**config.mk**
```make
export PLATFORM = sky130hd
export DESIGN_NAME = activation_cache
export DESIGN_NICKNAME = d
export VERILOG_FILES = /design/src/rtl/activation_cache.sv
export SDC_FILE = /design/constraint.sdc
export NUM_CORES = 2
export LEC_CHECK = 0
export BUFFER_PORTS_ARGS = -buffer_cell sky130_fd_sc_hd__buf_4
export CAP_MARGIN = 20
export CORE_ASPECT_RATIO = 1.4
export CORE_MARGIN = 10
export CORE_UTILIZATION = 30
export CTS_CLUSTER_SIZE = 25
export DETAILED_ROUTE_END_ITERATION = 10
export GPL_TIMING_DRIVEN = 0
export MAX_ROUTING_LAYER = met4
export PLACE_DENSITY = 0.51
export SETUP_SLACK_MARGIN = 0.02
export SLEW_MARGIN = 15
export SYNTH_ARGS = -nofsm -noshare
export SYNTH_HDL_FRONTEND = slang
export SYNTH_SLANG_ARGS = --single-unit
```
**constraint.sdc**
```tcl
create_clock -name clk -period 41.8 [get_ports clk]
set_input_delay 6.27 -clock clk [delete_from_list [all_inputs] [get_ports clk]]
set_output_delay 6.27 -clock clk [all_outputs]
set_load 0.01 [all_outputs]
```
**src/rtl/activation_cache.sv**
```systemverilog
// Circular cache of past activation vectors producing dilated causal taps x[t-3d], x[t-2d], x[t-d], x[t].
// Optional ACTIVATION_CACHE_WARMUP_EN holds out_v low until the receptive field is full.
module activation_cache #(
  parameter int unsigned W        = 16,
  parameter int unsigned D        = 16,
  parameter int unsigned DILATION = 1
) (
  input  logic           clk,
  input  logic           rst,
  input  logic           in_v,
  input  logic [D*W-1:0] packed_in,
  output logic           in_ready,
  output logic [D*W-1:0] packed_a0,
  output logic [D*W-1:0] packed_a1,
  output logic [D*W-1:0] packed_a2,
  output logic [D*W-1:0] packed_a3,
  output logic           out_v
);

  localparam int unsigned DEPTH = 3 * DILATION + 1;
  localparam int unsigned DW    = D * W;
  localparam int unsigned PTR_W = $clog2(DEPTH);
  localparam int unsigned SUM_W = $clog2(2 * DEPTH + 1);
  localparam logic [PTR_W-1:0] LAST = PTR_W'(DEPTH - 1);

  localparam logic [1:0] IDLE    = 2'd0;
  localparam logic [1:0] CAPTURE = 2'd1;
  localparam logic [1:0] OUTPUT  = 2'd2;

  logic [DW-1:0]    mem_q [DEPTH];
  logic [1:0]       state_q, state_d;
  logic [PTR_W-1:0] wr_ptr_q, wr_ptr_d;
  logic [PTR_W-1:0] cnt_q, cnt_d;
  logic             in_ready_q, in_ready_d;
  logic             out_v_q, out_v_d;
  logic [DW-1:0]    a0_q, a0_d, a1_q, a1_d, a2_q, a2_d, a3_q, a3_d;
  logic             accept_c;
  logic [DW-1:0]    tap1_c, tap2_c, tap3_c;

  // (ptr + DEPTH - off) mod DEPTH, kept non-negative in a 2*DEPTH-wide sum
  function automatic logic [PTR_W-1:0] tap_addr(input logic [PTR_W-1:0] ptr,
                                                input int unsigned off);
    logic [SUM_W-1:0] sum;
    sum = SUM_W'(ptr) + SUM_W'(DEPTH - off);
    if (sum >= SUM_W'(DEPTH)) sum = sum - SUM_W'(DEPTH);
    return PTR_W'(sum);
  endfunction

  assign accept_c = in_v && in_ready_q;

  // Past taps with causal zero padding until enough samples exist
  always_comb begin
    tap1_c = (cnt_q < PTR_W'(DILATION))     ? '0 : mem_q[tap_addr(wr_ptr_q, DILATION)];
    tap2_c = (cnt_q < PTR_W'(2 * DILATION)) ? '0 : mem_q[tap_addr(wr_ptr_q, 2 * DILATION)];
    tap3_c = (cnt_q < PTR_W'(3 * DILATION)) ? '0 : mem_q[tap_addr(wr_ptr_q, 3 * DILATION)];
  end

  // Storage is deliberately not reset; cnt guards every read
  always_ff @(posedge clk) begin
    if (accept_c) mem_q[wr_ptr_q] <= packed_in;
  end

  always_comb begin
    state_d    = state_q;
    wr_ptr_d   = wr_ptr_q;
    cnt_d      = cnt_q;
    in_ready_d = in_ready_q;
    out_v_d    = out_v_q;
    a0_d       = a0_q;
    a1_d       = a1_q;
    a2_d       = a2_q;
    a3_d       = a3_q;
    case (state_q)
      IDLE, OUTPUT: begin
        if (in_v) begin
          a3_d       = packed_in;
          out_v_d    = 1'b0;
          in_ready_d = 1'b0;
          state_d    = CAPTURE;
        end
      end
      CAPTURE: begin
        a2_d       = tap1_c;
        a1_d       = tap2_c;
        a0_d       = tap3_c;
        wr_ptr_d   = (wr_ptr_q == LAST) ? '0 : wr_ptr_q + PTR_W'(1);
        cnt_d      = (cnt_q == LAST) ? cnt_q : cnt_q + PTR_W'(1);
        in_ready_d = 1'b1;
`ifdef ACTIVATION_CACHE_WARMUP_EN
        if (cnt_q == LAST) begin
          out_v_d = 1'b1;
          state_d = OUTPUT;
        end else begin
          out_v_d = 1'b0;
          state_d = IDLE;
        end
`else
        out_v_d    = 1'b1;
        state_d    = OUTPUT;
`endif
      end
      default: begin
        state_d    = IDLE;
        in_ready_d = 1'b1;
        out_v_d    = 1'b0;
      end
    endcase
  end

  always_ff @(posedge clk or posedge rst) begin
    if (rst) begin
      state_q    <= IDLE;
      wr_ptr_q   <= '0;
      cnt_q      <= '0;
      in_ready_q <= 1'b1;
      out_v_q    <= 1'b0;
      a0_q       <= '0;
      a1_q       <= '0;
      a2_q       <= '0;
      a3_q       <= '0;
    end else begin
      state_q    <= state_d;
      wr_ptr_q   <= wr_ptr_d;
      cnt_q      <= cnt_d;
      in_ready_q <= in_ready_d;
      out_v_q    <= out_v_d;
      a0_q       <= a0_d;
      a1_q       <= a1_d;
      a2_q       <= a2_d;
      a3_q       <= a3_d;
    end
  end

  assign in_ready  = in_ready_q;
  assign out_v     = out_v_q;
  assign packed_a0 = a0_q;
  assign packed_a1 = a1_q;
  assign packed_a2 = a2_q;
  assign packed_a3 = a3_q;

endmodule

```
After elaboration in Yosys (flattened, before gate mapping)
Memories as Yosys holds them, arrays and structs flattened.
Index checks and enable logic that the tools add are counted.
{ "totals": {"memories": 1, "word_cells": 49, "inputBits": 259, "output_inout_bits": 1026, "ram_bits": 1024, "register_bits": 1032} }
{ "op_classes": {"bitwise_logic": 1, "add_sub_neg": 8, "eq_ne": 5, "magnitude_cmp": 6, "mux": 14, "reduce_logical": 5} }
{ "memory_table": {"columns": ["name", "depth", "word_bits", "read_ports", "rd_ports_with_merged_regs", "wr", "line_no", "source"], "rows": [
  ["mem_q", 4, 256, 3, 0, 1, "30", "logic [DW-1:0] mem_q [DEPTH];"]
]} }
{ "op_table": {"columns": ["cell", "n"], "rows": [
  ["$mux 256", 3],
  ["$mux 2", 5],
  ["$ge 3x3->1 const B", 3],
  ["$add 2x2->3 const B", 2],
  ["$eq 2x2->1 const B", 3],
  ["$sub 2x1->2 const B", 3],
  ["$add 2x1->2 const B", 2],
  ["$lt 2x2->1 const B", 2],
  ["$mux 1", 4],
  ["$pmux 2 s2", 1],
  ["$reduce_and 2->1", 2],
  ["$add 2x1->3 const B", 1],
  ["$eq 2x1->1 const B", 1],
  ["$logic_not 2->1", 1],
  ["$lt 2x1->1 const B", 1],
  ["$ne 2x2->1 const B", 1],
  ["$pmux 1 s2", 1],
  ["$reduce_or 2->1", 1],
  ["$logic_and 1x1->1", 1],
  ["$not 1->1", 1]
]} }

Logic depth before layout (Yosys ltp)
An unclocked memory read counts as a cell.
{ "logic_depth": {"depth_word": 5, "ltp_mapped": 13, "mapped_depth_nobuf": 4} }

Least setup slack after synthesis
Ideal clock, no wire load.
{ "synth_timing": {"path_kind": "input to register", "start": "input in_v", "end": "memory mem_q[3][0] (netlist bit) (enable)", "slack_ps": 28997, "path_buffers": 0, "setup_time_ps": 651, "cell_stages": 1, "arrival_ps": 12152, "t_required_ps": 41149, "path_cell_list": "and3_1"} }
{ "synth_via": {"elab_chain_len": 3} }
{ "synth_lines": {"columns": ["element", "line_no", "source"], "rows": [
  ["start, declared", "10", "input logic in_v,"],
  ["$logic_and 1x1->1", "49", "assign accept_c = in_v && in_ready_q;"],
  ["$mux 1", "60", "if (accept_c) mem_q[wr_ptr_q] <= packed_in;"],
  ["$mux 1 (not written as such)", "60", null],
  ["end, declared", "30", null]
]} }
No other way between the ends.

Worst setup path in the final report
{ "layout_timing": {"start": "input in_v", "end": "register a3_q[116], in the netlist packed_a3[116]"} }
{ "layout_via": {"elab_chain_len": 1} }
{ "layout_lines": {"columns": ["element", "line_no", "source"], "rows": [
  ["$reduce_and 2->1 (no line)", null, null],
  ["end signal, assigned", "120", "a3_q <= '0;"],
  ["end signal, assigned", "130", "a3_q <= a3_d;"],
  ["end, declared", "36", "logic [DW-1:0] a0_q, a0_d, a1_q, a1_d, a2_q, a2_d, a3_q, a3_d;"]
]} }
No other way between the ends.
A chain may end at the register's enable or synchronous reset.

==> summary.txt <==
FLOORPLAN
--------------------------------------------------------------------------------------------
Die height                                                                            652 um
Top-level I/O count                                                                     1285
Area enclosed by the die boundary                                               307000 sq um
Initial core utilization                                                               30.2%
Die W                                                                                 471 um
# rows                                                                                   231
Core Footprint                                                                  283000 sq um

POWER AND IR DROP
--------------------------------------------------------------------------------------------
Post-layout total power                                                              8710 uW
Relative contribution of sequential cells to total power                               34.4%
Internal power summed over all cells                                                 5530 uW
Combinational group share of total power                                               42.9%
Net Sw Power                                                                         3180 uW
Power per standard cell area                                                    80.4 nW/um^2
Maximum vdd drop                                                                 0.0000409 V
Clock network fraction of total power                                                  22.8%
LEAKAGE                                                                            0.0427 uW
Net switching share of the total power                                                 36.5%

SYNTHESIS
--------------------------------------------------------------------------------------------
Sequential fraction of the synthesis area                                              66.2%
Syn Area/Cell                                                                     20.1 sq um
Syn Std Cell Area                                                                85500 sq um
Synth warnings                                                                             0
Total nets after synthesis                                                              4518
Main combinational cell family by area after synthesis                          multiplexers
Count of cell types in the netlist                                                        21
Basic-gate share of the synthesized area counting and, or, nand and nor cells        0.0981%
Adder-cell share of the synthesized area                                             0.0878%
Synthesized instance count                                                              4253
Multiplexer share of the synthesized area                                              23.6%
Share of the synthesized area in compound gates (AO/OA/AOI/OAI)                        7.90%
Parity-gate share of the synthesized area counting xor and xnor cells                0.0102%
Flip-flop and latch count after synthesis                                               2056

FINISH
--------------------------------------------------------------------------------------------
Share of final-layout standard cells stronger than drive strength 1                    48.5%
Post-synthesis to final-layout area growth                                             26.7%
Total area of sequential cells                                                   56600 sq um
Commonest non-fill, non-tap cells in the layout                                 sky130_fd_sc_hd__buf_4, sky130_fd_sc_hd__dfrtp_1, sky130_fd_sc_hd__edfxtp_1
Total of fill cells in the finished design                                             26300
Non-Filler Cell Area, Final                                                     108000 sq um
Util after Layout                                                                      38.2%
Footprint of the multi-input gates                                               27200 sq um
Post-layout net count                                                                   6068
Leading cell type in the layout, fill and taps excluded                         sky130_fd_sc_hd__buf_4

WORST HOLD PATH
--------------------------------------------------------------------------------------------
Worst Hold Path Cells                                                                      1
Type of the worst min-delay path                                                  reg -> reg

GLOBAL ROUTE
--------------------------------------------------------------------------------------------
GRT Overall Usage                                                                      22.9%
Global-route congestion overflow total                                                     0
Largest net degree at the start of global routing                                        103
Antenna violations before repair                                                          61
Number of global-route vias before repair                                              55700
First-pass GRT wire length                                                         481000 um

STATUS
--------------------------------------------------------------------------------------------
Status                                                                          finished clean

DRT
--------------------------------------------------------------------------------------------
Via count                                                                              53000
Number of detailed-route iterations in the first pass                                      6
Detailed-route DRC error count                                                             0
Iteration-0 DRC Markers                                                                 4167
Antenna Violating Nets Remaining                                                           0
Total length of routed wires                                                       354000 um
Wire length per cell after detailed routing                                          36.3 um
Via/cell ratio                                                                          5.44

TIMING
--------------------------------------------------------------------------------------------
Count of endpoints failing hold in the final timing report                                 0
Setup repair after global routing missed its margin                                       no
Period minus WS final                                                                8.33 ns
Setup slack after layout                                                            33.47 ns
Worst-margin pin slew                                                                1.08 ns
Maximum clock rate                                                                   120 MHz
Clk_skew                                                                           0.0579 ns
Max-slew headroom at the worst pin                                                     27.9%
Finish-stage setup viols                                                                   0
Final Max Slew Viols                                                                       0
Post-route clock period utilization                                                    19.9%

CLOCK NETWORK
--------------------------------------------------------------------------------------------
Hold buffer count at CTS                                                                   0
# H-tree levels                                                                            4
CTS max path bufs                                                                          4
Number of post-CTS setup repair buffers                                                    0
CTS root buf                                                                    sky130_fd_sc_hd__clkbuf_16
Clock Latency Late Sink                                                              0.88 ns
Resized Gates After CTS                                                                    0
Total CTS buffers                                                                        217
TritonCTS clock tree                                                                     yes
Clk slew on worst S/H paths                                                          0.07 ns
Clk sink count                                                                          2056

RUN
--------------------------------------------------------------------------------------------
Max-cap violation count                                                                    0

CRITICAL PATH
--------------------------------------------------------------------------------------------
Data arrival time of the critical path                                               9.07 ns
Type of the worst setup path                                                       in -> reg
Critical path capture point type                                                    register
Required time of the critical path                                                  42.54 ns
Startpoint types                                                                primary input
Depth of the most critical reg-to-reg path                                                13
Biggest fanout along the worst timing path                                                10

PLACED DESIGN
--------------------------------------------------------------------------------------------
GPL Wtd Cong                                                                           0.815
Cell Area, Placed                                                               101000 sq um
Half-perimeter wire length after placement                                         263000 um
Pre-CTS setup slack                                                                 32.49 ns
Port buffer count                                                                       1284

area by class of cell:
type	count	area share, %
Clock inverter	96	0.928
Timing Repair Buffer	1331	9.99
Multi-Input combinational cell	1818	25.1
Sequential cell	2056	52.2
Tap cell	3728	4.31
Antenna cell	29	0.0670
Clock buffer	302	5.74
Buffer	373	1.63
Inverter	6	0.0277
critical path, cell delays in order:
cell and delay [ns]:
sky130_fd_sc_hd__buf_4 0.12, sky130_fd_sc_hd__nor2b_1 0.13, sky130_fd_sc_hd__clkbuf_1 0.77, sky130_fd_sc_hd__clkbuf_4 0.72, sky130_fd_sc_hd__buf_2 0.60, sky130_fd_sc_hd__mux2_2 0.40
synth_stat cells:
library cell,instances,area (sq um)
sky130_fd_sc_hd__dfrtp_1,1031,25800
sky130_fd_sc_hd__edfxtp_1,1024,30700
sky130_fd_sc_hd__a22o_1,768,6730
sky130_fd_sc_hd__mux4_2,768,17300
sky130_fd_sc_hd__mux2_2,259,2920
sky130_fd_sc_hd__buf_2,174,871
sky130_fd_sc_hd__clkbuf_1,141,529
sky130_fd_sc_hd__buf_1,39,146
sky130_fd_sc_hd__buf_6,17,191
sky130_fd_sc_hd__ha_1,6,75.1
sky130_fd_sc_hd__inv_1,6,22.5
sky130_fd_sc_hd__and3_1,4,25.0
sky130_fd_sc_hd__a21o_1,3,22.5
sky130_fd_sc_hd__and3b_1,2,17.5
sky130_fd_sc_hd__buf_4,2,15.0
sky130_fd_sc_hd__nor2_1,2,7.51
sky130_fd_sc_hd__nor2b_1,2,12.5
sky130_fd_sc_hd__nor3b_1,2,15.0
sky130_fd_sc_hd__dfstp_2,1,26.3
sky130_fd_sc_hd__nand2b_1,1,6.26
sky130_fd_sc_hd__xnor2_1,1,8.76
power by group through the flow:
stage / Clock, uW / Sequential (uW) / Combinational (uW)
after CTS: 2020 / 2990 / 3830
after floorplan: 0 / 3130 / 1840
final: 1980 / 3000 / 3730
after detailed placement: 0 / 3020 / 3830
after global routing: 2110 / 3050 / 3930
after global placement: 0 / 3090 / 3790
registers in the layout, indices dropped and copies added (netlist names):
name,cells
wr_ptr_q,2
state_q,2
packed_a3,256
out_v,1
cnt_q,2
packed_a2,256
packed_a1,256
mem_q,1024
packed_a0,256
in_ready,1
per-layer routing:
metal	track usage (%)	vias up	wire length, um
met1	25.9	29100	132000
met5	-	-	0
li1	-	21100	-
met2	38.8	2279	179000
met4	8.07	0	14500
met3	6.37	486	28000
through the flow:
step	hold WS (ns)	std cells	TNS (ns)
finish	0.487	9739	0
global route	0.502	9729	0
CTS	0.490	9709	0
detailed placement	0.475	9311	0
global placement	0.479	9265	-8184.54
floorplan	0.518	4253	0
worst paths after layout:
check	startpoint	end	slack, ns
min in group asynchronous	rst	packed_a3[146]$_DFFE_PP0P_	5.51
min reg2reg	out_v$_DFFE_PP0P_	out_v$_DFFE_PP0P_	0.49
min	out_v$_DFFE_PP0P_	out_v$_DFFE_PP0P_	0.49
max in group asynchronous	rst	packed_a2[41]$_DFFE_PP0N_	33.84
max reg2reg	wr_ptr_q[0]$_DFFE_PP0N_	packed_a2[209]$_DFFE_PP0N_	36.65
max	in_v	packed_a3[116]$_DFFE_PP0P_	33.47
kinds of logic after synthesis:
| group | after synthesis |
|---|---|
| AOI/OAI and AO/OA | 771 |
| xor gates and xnor gates | 1 |
| adders and majority gates | 6 |
| buffers and inverters | 379 |
| DFF | 2056 |
| muxes | 1027 |
| and+or+nand+nor | 13 |
No activity file was read; power rests on OpenSTA's default activity.
